**src/rtl/dmem_arb_pkg.sv**
```systemverilog
// Shared types and default widths for the DMEM arbiter.
// Build option: DMEM_ARB_RR_EN selects round-robin arbitration in dmem_arbiter.
package dmem_arb_pkg;

    localparam int DEF_ADDR_W       = 32;
    localparam int DEF_DATA_W       = 32;
    localparam int DEF_STARVE_LIMIT = 8;
    localparam int STARVE_CNT_W     = 8;

    typedef enum logic {
        REQ_CORE = 1'b0,
        REQ_DBG  = 1'b1
    } req_t;

    typedef enum logic {
        ST_IDLE   = 1'b0,
        ST_LOCKED = 1'b1
    } own_state_t;

endpackage

```
**src/rtl/dmem_arb_rdret.sv**
```systemverilog
// Read-return steering: remembers who issued the last read and routes the
// 1-cycle-latency DMEM read data back to that requester. Each requester's
// rdata holds its last returned word until its next read returns.
module dmem_arb_rdret
    import dmem_arb_pkg::*;
#(
    parameter int DATA_W = DEF_DATA_W
) (
    input  logic              clk,
    input  logic              reset,
    input  logic              rd_issue,
    input  req_t              rd_src,
    input  logic [DATA_W-1:0] mem_rdata,
    output logic              core_rvalid,
    output logic [DATA_W-1:0] core_rdata,
    output logic              dbg_rvalid,
    output logic [DATA_W-1:0] dbg_rdata
);

    logic              rd_pending;
    req_t              rd_owner;
    logic [DATA_W-1:0] core_hold;
    logic [DATA_W-1:0] dbg_hold;
    logic              core_ret;
    logic              dbg_ret;

    assign core_ret = rd_pending && (rd_owner == REQ_CORE);
    assign dbg_ret  = rd_pending && (rd_owner == REQ_DBG);

    // Track the outstanding read and latch returned data for holding.
    always_ff @(posedge clk or negedge reset) begin
        if (!reset) begin
            rd_pending <= 1'b0;
            rd_owner   <= REQ_CORE;
            core_hold  <= '0;
            dbg_hold   <= '0;
        end else begin
            rd_pending <= rd_issue;
            if (rd_issue) begin
                rd_owner <= rd_src;
            end
            if (core_ret) begin
                core_hold <= mem_rdata;
            end
            if (dbg_ret) begin
                dbg_hold <= mem_rdata;
            end
        end
    end

    // Present live memory data on the return cycle, held data otherwise.
    always_comb begin
        core_rvalid = core_ret;
        dbg_rvalid  = dbg_ret;
        core_rdata  = core_ret ? mem_rdata : core_hold;
        dbg_rdata   = dbg_ret  ? mem_rdata : dbg_hold;
    end

endmodule

```
**src/rtl/dmem_arbiter.sv**
```systemverilog
// Two-requester arbiter (core / debug) in front of the single-port DMEM.
// Default build: fixed core priority with a starvation guard for dbg.
// Build option DMEM_ARB_RR_EN: round-robin between the two requesters.
// The dbg lock behaves the same in both builds.
//
// state     | meaning
// ----------+---------------------------------------------
// ST_IDLE   | no lock held, normal arbitration
// ST_LOCKED | dbg owns DMEM until dbg_lock drops
module dmem_arbiter
    import dmem_arb_pkg::*;
#(
    parameter int ADDR_W       = DEF_ADDR_W,
    parameter int DATA_W       = DEF_DATA_W,
    parameter int STARVE_LIMIT = DEF_STARVE_LIMIT
) (
    input  logic              clk,
    input  logic              reset,
    input  logic              core_req,
    input  logic              core_we,
    input  logic [ADDR_W-1:0] core_addr,
    input  logic [DATA_W-1:0] core_wdata,
    output logic              core_gnt,
    output logic              core_rvalid,
    output logic [DATA_W-1:0] core_rdata,
    input  logic              dbg_req,
    input  logic              dbg_we,
    input  logic [ADDR_W-1:0] dbg_addr,
    input  logic [DATA_W-1:0] dbg_wdata,
    input  logic              dbg_lock,
    output logic              dbg_gnt,
    output logic              dbg_rvalid,
    output logic [DATA_W-1:0] dbg_rdata,
    output logic              mem_en,
    output logic              mem_we,
    output logic [ADDR_W-1:0] mem_addr,
    output logic [DATA_W-1:0] mem_wdata,
    input  logic [DATA_W-1:0] mem_rdata
);

    own_state_t state;
    own_state_t state_nxt;
    logic       lock_hold;
    logic       dbg_wins;
    logic       rd_issue;
    req_t       rd_src;

`ifdef DMEM_ARB_RR_EN
    req_t last_gnt;
    logic gnt_seen;
`else
    localparam logic [STARVE_CNT_W-1:0] STARVE_MAX = STARVE_CNT_W'(STARVE_LIMIT);
    logic [STARVE_CNT_W-1:0] starve_cnt;
`endif

    // Owner state register.
    always_ff @(posedge clk or negedge reset) begin
        if (!reset) begin
            state <= ST_IDLE;
        end else begin
            state <= state_nxt;
        end
    end

    // Grant decision and next owner state. Grants are forced low while reset
    // is asserted so the outputs read zero even if requests are still high.
    // A locked cycle with dbg_lock already low arbitrates as if idle.
    always_comb begin
        core_gnt  = 1'b0;
        dbg_gnt   = 1'b0;
        state_nxt = state;
        lock_hold = (state == ST_LOCKED) && dbg_lock;
`ifdef DMEM_ARB_RR_EN
        // Until the first grant after reset, core takes the contested slot.
        dbg_wins  = gnt_seen && (last_gnt == REQ_CORE);
`else
        dbg_wins  = (starve_cnt == STARVE_MAX);
`endif
        if (reset) begin
            if (lock_hold) begin
                dbg_gnt = dbg_req;
            end else if (core_req && dbg_req) begin
                dbg_gnt  = dbg_wins;
                core_gnt = !dbg_wins;
            end else begin
                core_gnt = core_req;
                dbg_gnt  = dbg_req;
            end
        end
        case (state)
            ST_IDLE: begin
                if (dbg_gnt && dbg_lock) begin
                    state_nxt = ST_LOCKED;
                end
            end
            ST_LOCKED: begin
                if (!dbg_lock) begin
                    state_nxt = ST_IDLE;
                end
            end
            default: state_nxt = ST_IDLE;
        endcase
    end

`ifdef DMEM_ARB_RR_EN
    // Remember who was granted last for round-robin alternation.
    always_ff @(posedge clk or negedge reset) begin
        if (!reset) begin
            last_gnt <= REQ_CORE;
            gnt_seen <= 1'b0;
        end else if (core_gnt || dbg_gnt) begin
            last_gnt <= dbg_gnt ? REQ_DBG : REQ_CORE;
            gnt_seen <= 1'b1;
        end
    end
`else
    // Count consecutive denied dbg cycles, saturating at the limit.
    always_ff @(posedge clk or negedge reset) begin
        if (!reset) begin
            starve_cnt <= '0;
        end else if (dbg_gnt || !dbg_req) begin
            starve_cnt <= '0;
        end else if (starve_cnt != STARVE_MAX) begin
            starve_cnt <= starve_cnt + 1'b1;
        end
    end
`endif

    // Steer the granted requester onto the DMEM port; idle port reads zero.
    always_comb begin
        mem_en    = core_gnt | dbg_gnt;
        mem_we    = 1'b0;
        mem_addr  = '0;
        mem_wdata = '0;
        rd_issue  = 1'b0;
        rd_src    = REQ_CORE;
        if (core_gnt) begin
            mem_we    = core_we;
            mem_addr  = core_addr;
            mem_wdata = core_wdata;
            rd_issue  = !core_we;
        end else if (dbg_gnt) begin
            mem_we    = dbg_we;
            mem_addr  = dbg_addr;
            mem_wdata = dbg_wdata;
            rd_issue  = !dbg_we;
            rd_src    = REQ_DBG;
        end
    end

    dmem_arb_rdret #(
        .DATA_W (DATA_W)
    ) u_rdret (
        .clk         (clk),
        .reset       (reset),
        .rd_issue    (rd_issue),
        .rd_src      (rd_src),
        .mem_rdata   (mem_rdata),
        .core_rvalid (core_rvalid),
        .core_rdata  (core_rdata),
        .dbg_rvalid  (dbg_rvalid),
        .dbg_rdata   (dbg_rdata)
    );

endmodule

```
**config.mk**
```make
export PLATFORM = sky130hd
export DESIGN_NAME = dmem_arbiter
export DESIGN_NICKNAME = d
export VERILOG_FILES = /design/src/rtl/dmem_arb_pkg.sv /design/src/rtl/dmem_arb_rdret.sv /design/src/rtl/dmem_arbiter.sv
export SDC_FILE = /design/constraint.sdc
export NUM_CORES = 1
export LEC_CHECK = 0
export CORE_AREA = 2 2 116 118
export DETAILED_ROUTE_END_ITERATION = 7
export DIE_AREA = 0 0 118 120
export PLACE_DENSITY = 0.85
export SYNTH_ARGS = -nofsm -noshare
export SYNTH_HDL_FRONTEND = slang
export SYNTH_HIERARCHICAL = 1
export SYNTH_SLANG_ARGS = --single-unit
```
**constraint.sdc**
```tcl
create_clock -name clk -period 4.6 [get_ports clk]
set_input_delay 1.15 -clock clk [delete_from_list [all_inputs] [get_ports clk]]
set_output_delay 1.15 -clock clk [all_outputs]
set_load 0.01 [all_outputs]
```
**After elaboration in Yosys (flattened, before gate mapping)**

Index checks and enable logic that the tools add are counted.

- Bitwise gates (word level): 3
- Eq/ne operators: 2
- Muxes and demuxes: 23
- Add/subtract/negate cells: 1
- Reduce and logical (&&, ||, !) cells: 11

Operators with widths:

| kind | number |
|---|---|
| two-way mux 32 bit | 6 |
| two-way mux 8 bit | 2 |
| two-way mux 1 bit | 14 |
| adder 8 x 1 -> 8 bit, second input constant | 1 |
| == test 8 x 4 -> 1 bit, second input constant | 1 |
| != test 8 x 4 -> 1 bit, second input constant | 1 |
| logical AND 1 bit | 5 |
| logical NOT 1 bit | 4 |
| NOT 1 bit | 2 |
| one-hot mux 1 bit (2 select lines) | 1 |
| nonzero test 2 bit | 1 |
| logical OR 1 bit | 1 |
| OR 1 bit | 1 |

- Logic and storage cells: 46
- Bits of input ports: 167
- Bits in registers: 75
- Output and inout port bits: 134

**Depth between registers and ports, before layout**

Gate-level depths: netlist of run 1.

- Depth in word-level cells: 7
- Depth in mapped cells: 8
- Gate-level depth less buffers: 6

**Cells and area by module**

The synthesis of run 1 kept the hierarchy.

By module, submodules not included:

| module | cells an instance | times used | area an instance (um^2) |
|---|---|---|---|
| dmem_arb_rdret | 142 | 1 | 2606.2 |
| dmem_arbiter | 148 | 1 | 1328.8 |

**Worst setup path before layout of run 1**

No wires, ideal clock.

- Kind: input port to output port
- From: input dbg_req
- To: output mem_addr[13]
- Buffers on the path: 2
- Arrival time: 2383 ps
- Slack: 1067 ps
- Stages: 5
- Path through: clkinv_1 -> nor2_1 -> clkbuf_1 -> clkbuf_1 -> a32o_1

- Word-level cells in the longest chain between the ends: 6
- Elaborated cells between the ends (all ways): 9

RTL lines:

| element | line | RTL |
|---|---|---|
| start: declaration | dmem_arbiter.sv:26 | `input logic dbg_req,` |
| logical AND 1 bit | dmem_arbiter.sv:82 | `end else if (core_req && dbg_req) begin` |
| two-way mux 1 bit | dmem_arbiter.sv:82 |  |
| two-way mux 1 bit | dmem_arbiter.sv:80 | `if (lock_hold) begin` |
| two-way mux 1 bit | dmem_arbiter.sv:79 | `if (reset) begin` |
| two-way mux 32 bit | dmem_arbiter.sv:142 | `end else if (dbg_gnt) begin` |
| two-way mux 32 bit (*) | dmem_arbiter.sv:137 | `if (core_gnt) begin` |
| end: declaration | dmem_arbiter.sv:36 | `output logic [ADDR_W-1:0] mem_addr,` |

Mark *: on every way between the ends. The rest lies on a longest branch, timed or not.

**Final worst setup path of run 1**

- From: input core_req
- To: output mem_addr[5]

- Word-level cells in the longest chain between the ends: 6
- Elaborated cells between the ends (all ways): 9

RTL lines:

| element | line | RTL |
|---|---|---|
| start: declaration | dmem_arbiter.sv:19 | `input logic core_req,` |
| logical AND 1 bit | dmem_arbiter.sv:82 |  |
| two-way mux 1 bit | dmem_arbiter.sv:82 |  |
| two-way mux 1 bit | dmem_arbiter.sv:80 |  |
| two-way mux 1 bit | dmem_arbiter.sv:79 |  |
| two-way mux 32 bit | dmem_arbiter.sv:142 |  |
| two-way mux 32 bit (*) | dmem_arbiter.sv:137 |  |

Marked as above.

==> results of run 1 <==
[sequential cells by signal, summed over array words and instances, names as in the netlist]
name,flops
u_rdret/rd_owner,1
u_rdret/core_hold,32
u_rdret/rd_pending,1
state,1
starve_cnt,8
u_rdret/dbg_hold,32
[stage by stage]
stage / worst slack (ns) / std cells / utilization [%] / hold WS, ns / power, mW
after global routing: 0.0886 / 761 / 57.1 / 0.503 / 3.14
after global placement: 0.218 / 745 / 54.5 / 0.475 / 2.17
after detailed placement: 0.225 / 745 / 54.5 / 0.478 / 2.22
after CTS: 0.205 / 761 / 57.1 / 0.492 / 3.04
final: 0.203 / 761 / 57.1 / 0.490 / 3.01
after floorplan: 1.07 / 290 / - / 0.474 / 1.45
[per-layer routing]
layer / global-route usage, % / vias up / wire length [µm]
met2: 37.7 / 234 / 7910
met4: 8.13 / 0 / 464
li1: - / 1739 / -
met3: 6.70 / 30 / 1410
met1: 22.7 / 1882 / 5670
met5: 0 / - / 0
[cells in the final DEF (no fill, tap or decap), types with 2 or more instances in the layout]
cell / Yosys / layout
clkbuf_1: 13 / 2
dfrtp_1: 75 / 75
clkdlybuf4s50_1: 0 / 299
ha_1: 2 / 2
a221oi_1: 3 / 3
xor2_1: 3 / 3
a211oi_1: 3 / 3
mux2_4: 29 / 29
a32o_1: 66 / 66
and2_1: 2 / 2
or3_1: 3 / 3
nand3_1: 4 / 4
clkbuf_16: 0 / 9
bufinv_16: 0 / 3
buf_4: 0 / 8
mux2_2: 36 / 36
buf_12: 0 / 3
nor2_1: 3 / 2
or4_1: 2 / 2
o21ai_0: 4 / 4
inv_1: 8 / 8
[cell type report]
type                    count  share of cell area (%)
well taps                 176                    2.97
clock buffers              12                    3.32
multi-input cells         175                    24.7
inverters                   9                   0.455
clock inverters             4                    1.32
flip-flops and latches     75                    25.3
repair buffers            310                    42.0
[power breakdown]
| part | total [mW] | internal, mW | switching, mW | leakage [nW] |
|---|---|---|---|---|
| combinational | 1.27 | 0.789 | 0.485 | 1.91 |
| sequential | 0.936 | 0.871 | 0.0644 | 0.896 |
| clock | 0.804 | 0.545 | 0.259 | 0.163 |
[final timing paths]
check	startpoint	to	slack [ns]	depth (start not counted)
setup / recovery	core_req	mem_addr[5]	0.20	6
hold / removal	u_rdret/core_hold[6]	u_rdret/core_hold[6]	0.49	1
setup reg to reg	starve_cnt[4]	u_rdret/rd_owner	2.21	5
hold reg to reg	u_rdret/core_hold[6]	u_rdret/core_hold[6]	0.49	1
max in group asynchronous	reset	starve_cnt[6]	2.82	2
min in group asynchronous	reset	state	0.62	1
[cell families (layout without fill, tap and decap cells)]
group                    after synthesis  in the layout
AND/OR/NAND/NOR                       21             21
buffers and inverters                 40            335
XOR/XNOR                               3              3
adder cells (fa/ha/maj)                2              2
flip-flops                            75             75
multiplexers                          65             65
AO/OA/AOI/OAI                         84             84
==> impl_metrics.env, run 1 <==
export IMPL_synth_most_common_cell="dfrtp_1"
export IMPL_fp_row_count=42
export IMPL_crit_slowest_cell="clkdlybuf4s50_1"
export IMPL_synth_simple_area_share_pct=3.21
export IMPL_grt_max_degree=83
export IMPL_portBuffers=300
export IMPL_finalSetupTns_ns=0
export IMPL_cp_max_fo=54
export IMPL_num_nets_final=749
export IMPL_via_per_inst=5.11
export IMPL_critPathMaxStageDelay_ns=0.56
export IMPL_crit_family="buffers and inverters"
export IMPL_synth_area_mux_share_pct=21.4
export IMPL_cts_htree_levels=3
export IMPL_clock_root_buffer="clkbuf_16"
export IMPL_die_width_um=118
export IMPL_gp_congestion=0.901
export IMPL_endpoint_kind="output port"
export IMPL_powerDensity_nw_per_um2=406
export IMPL_slew_headroom_pct=33.2
export IMPL_async_flop_share_pct=100
export IMPL_drv_cap=0
export IMPL_postRouteWirelength_um=15500
export IMPL_ys_seq_area_share_pct=47.7
export IMPL_drive_above_1_share_pct=16.2
export IMPL_finalInstanceArea_um2=7420
export IMPL_grt_pass1_vias=4134
export IMPL_ys_seq_elements=75
export IMPL_worst_slew_pin_slew_ns=1.00
export IMPL_num_vias=3885
export IMPL_start_util_pct=30.3
export IMPL_peakVddDrop_mv=0.170
export IMPL_io_pin_count=301
export IMPL_grt_antenna_before_repair=0
export IMPL_netlist_instances=290
export IMPL_min_path_type="reg2reg"
export IMPL_fillers=1072
export IMPL_seq_area_um2=1880
export IMPL_drc=0
export IMPL_finalMaxSlewViolations=0
export IMPL_synth_top_family_by_area="multiplexers"
export IMPL_cts_tree="built"
export IMPL_rsz0062_at_grt="no"
export IMPL_drt_iter0_markers=346
export IMPL_cts_num_sinks=75
export IMPL_synth_fa_ha_area_share_pct=0.636
export IMPL_synthTopCellsByCount="75 x dfrtp_1, 66 x a32o_1, 36 x mux2_2, 29 x mux2_4, 13 x clkbuf_1"
export IMPL_placed_area_um2=7070
export IMPL_synth_nets=459
export IMPL_cts_clk_slew_worst_paths_ns=0.05
export IMPL_worstSetupPathType="in2out"
export IMPL_max_freq_ghz=0.227
export IMPL_outcome="completed"
export IMPL_die_y_um=120
export IMPL_ant_nets=0
export IMPL_post_cts_buffers=0
export IMPL_synth_area_leaders="dfrtp_1 48%, a32o_1 17%, mux2_4 11%"
export IMPL_area_growth_syn_to_layout_pct=88.5
export IMPL_cts_resized_gates=0
export IMPL_synthFlopType="dfrtp_1"
export IMPL_yosys_warnings=6
export IMPL_overflow=0
export IMPL_track_usage_pct=20.9
export IMPL_antenna_cells=0
export IMPL_required_ns=3.45
export IMPL_dieArea_um2=14200
export IMPL_syn_area_um2=3940
export IMPL_clockBufferDepth=2
export IMPL_hold_violations=0
export IMPL_crit_top_cell="clkdlybuf4s50_1"
export IMPL_finalCriticalPeriod_ns=4.40
export IMPL_cp_cell_sequence="clkdlybuf4s50_1 -> a21boi_0 -> o311a_2 -> buf_12 -> a32o_1 -> clkdlybuf4s50_1"
export IMPL_core_area_um2=13000
export IMPL_insertion_delay_ns=0.33
export IMPL_path_buf_inv=3
export IMPL_first_pass_iters=7
export IMPL_synth_enable_flop_cells=0
export IMPL_worstPathArrival_ns=3.25
export IMPL_synth_xor_area_share_pct=0.668
export IMPL_synth_compound_area_share_pct=20.1
export IMPL_setup_violations_final=0
export IMPL_wl_per_cell_um=20.3
export IMPL_synth_cell_types=35
export IMPL_fin_crit_sh_pct=95.6
export IMPL_synth_top_cell_by_area="dfrtp_1"
export IMPL_postSynthAreaPerCell_um2=13.6
export IMPL_skew_ns=0.00679
export IMPL_grt_pass1_wl_um=23000
export IMPL_multi_input_area_um2=1830
export IMPL_numCtsBuffers=9
export IMPL_p_leak_nw=2.97
export IMPL_synth_top_cell_area_share_pct=47.7
export IMPL_cts_hold_buf=0
export IMPL_hpwlAfterDp_um=11900
export IMPL_start_kind="input pin"
Power figures use the tool's default switching activity.
==> run 2: changes to the inputs <==
--- a/config.mk
+++ b/config.mk
@@ -8,6 +8,7 @@
 export CORE_AREA = 2 2 116 118
 export DETAILED_ROUTE_END_ITERATION = 7
 export DIE_AREA = 0 0 118 120
+export HOLD_SLACK_MARGIN = 0.03
 export PLACE_DENSITY = 0.85
 export SYNTH_ARGS = -nofsm -noshare
 export SYNTH_HDL_FRONTEND = slang
==> results of run 2 <==
Same layout as run 1: the final DEF is identical, and so are final timing and power.
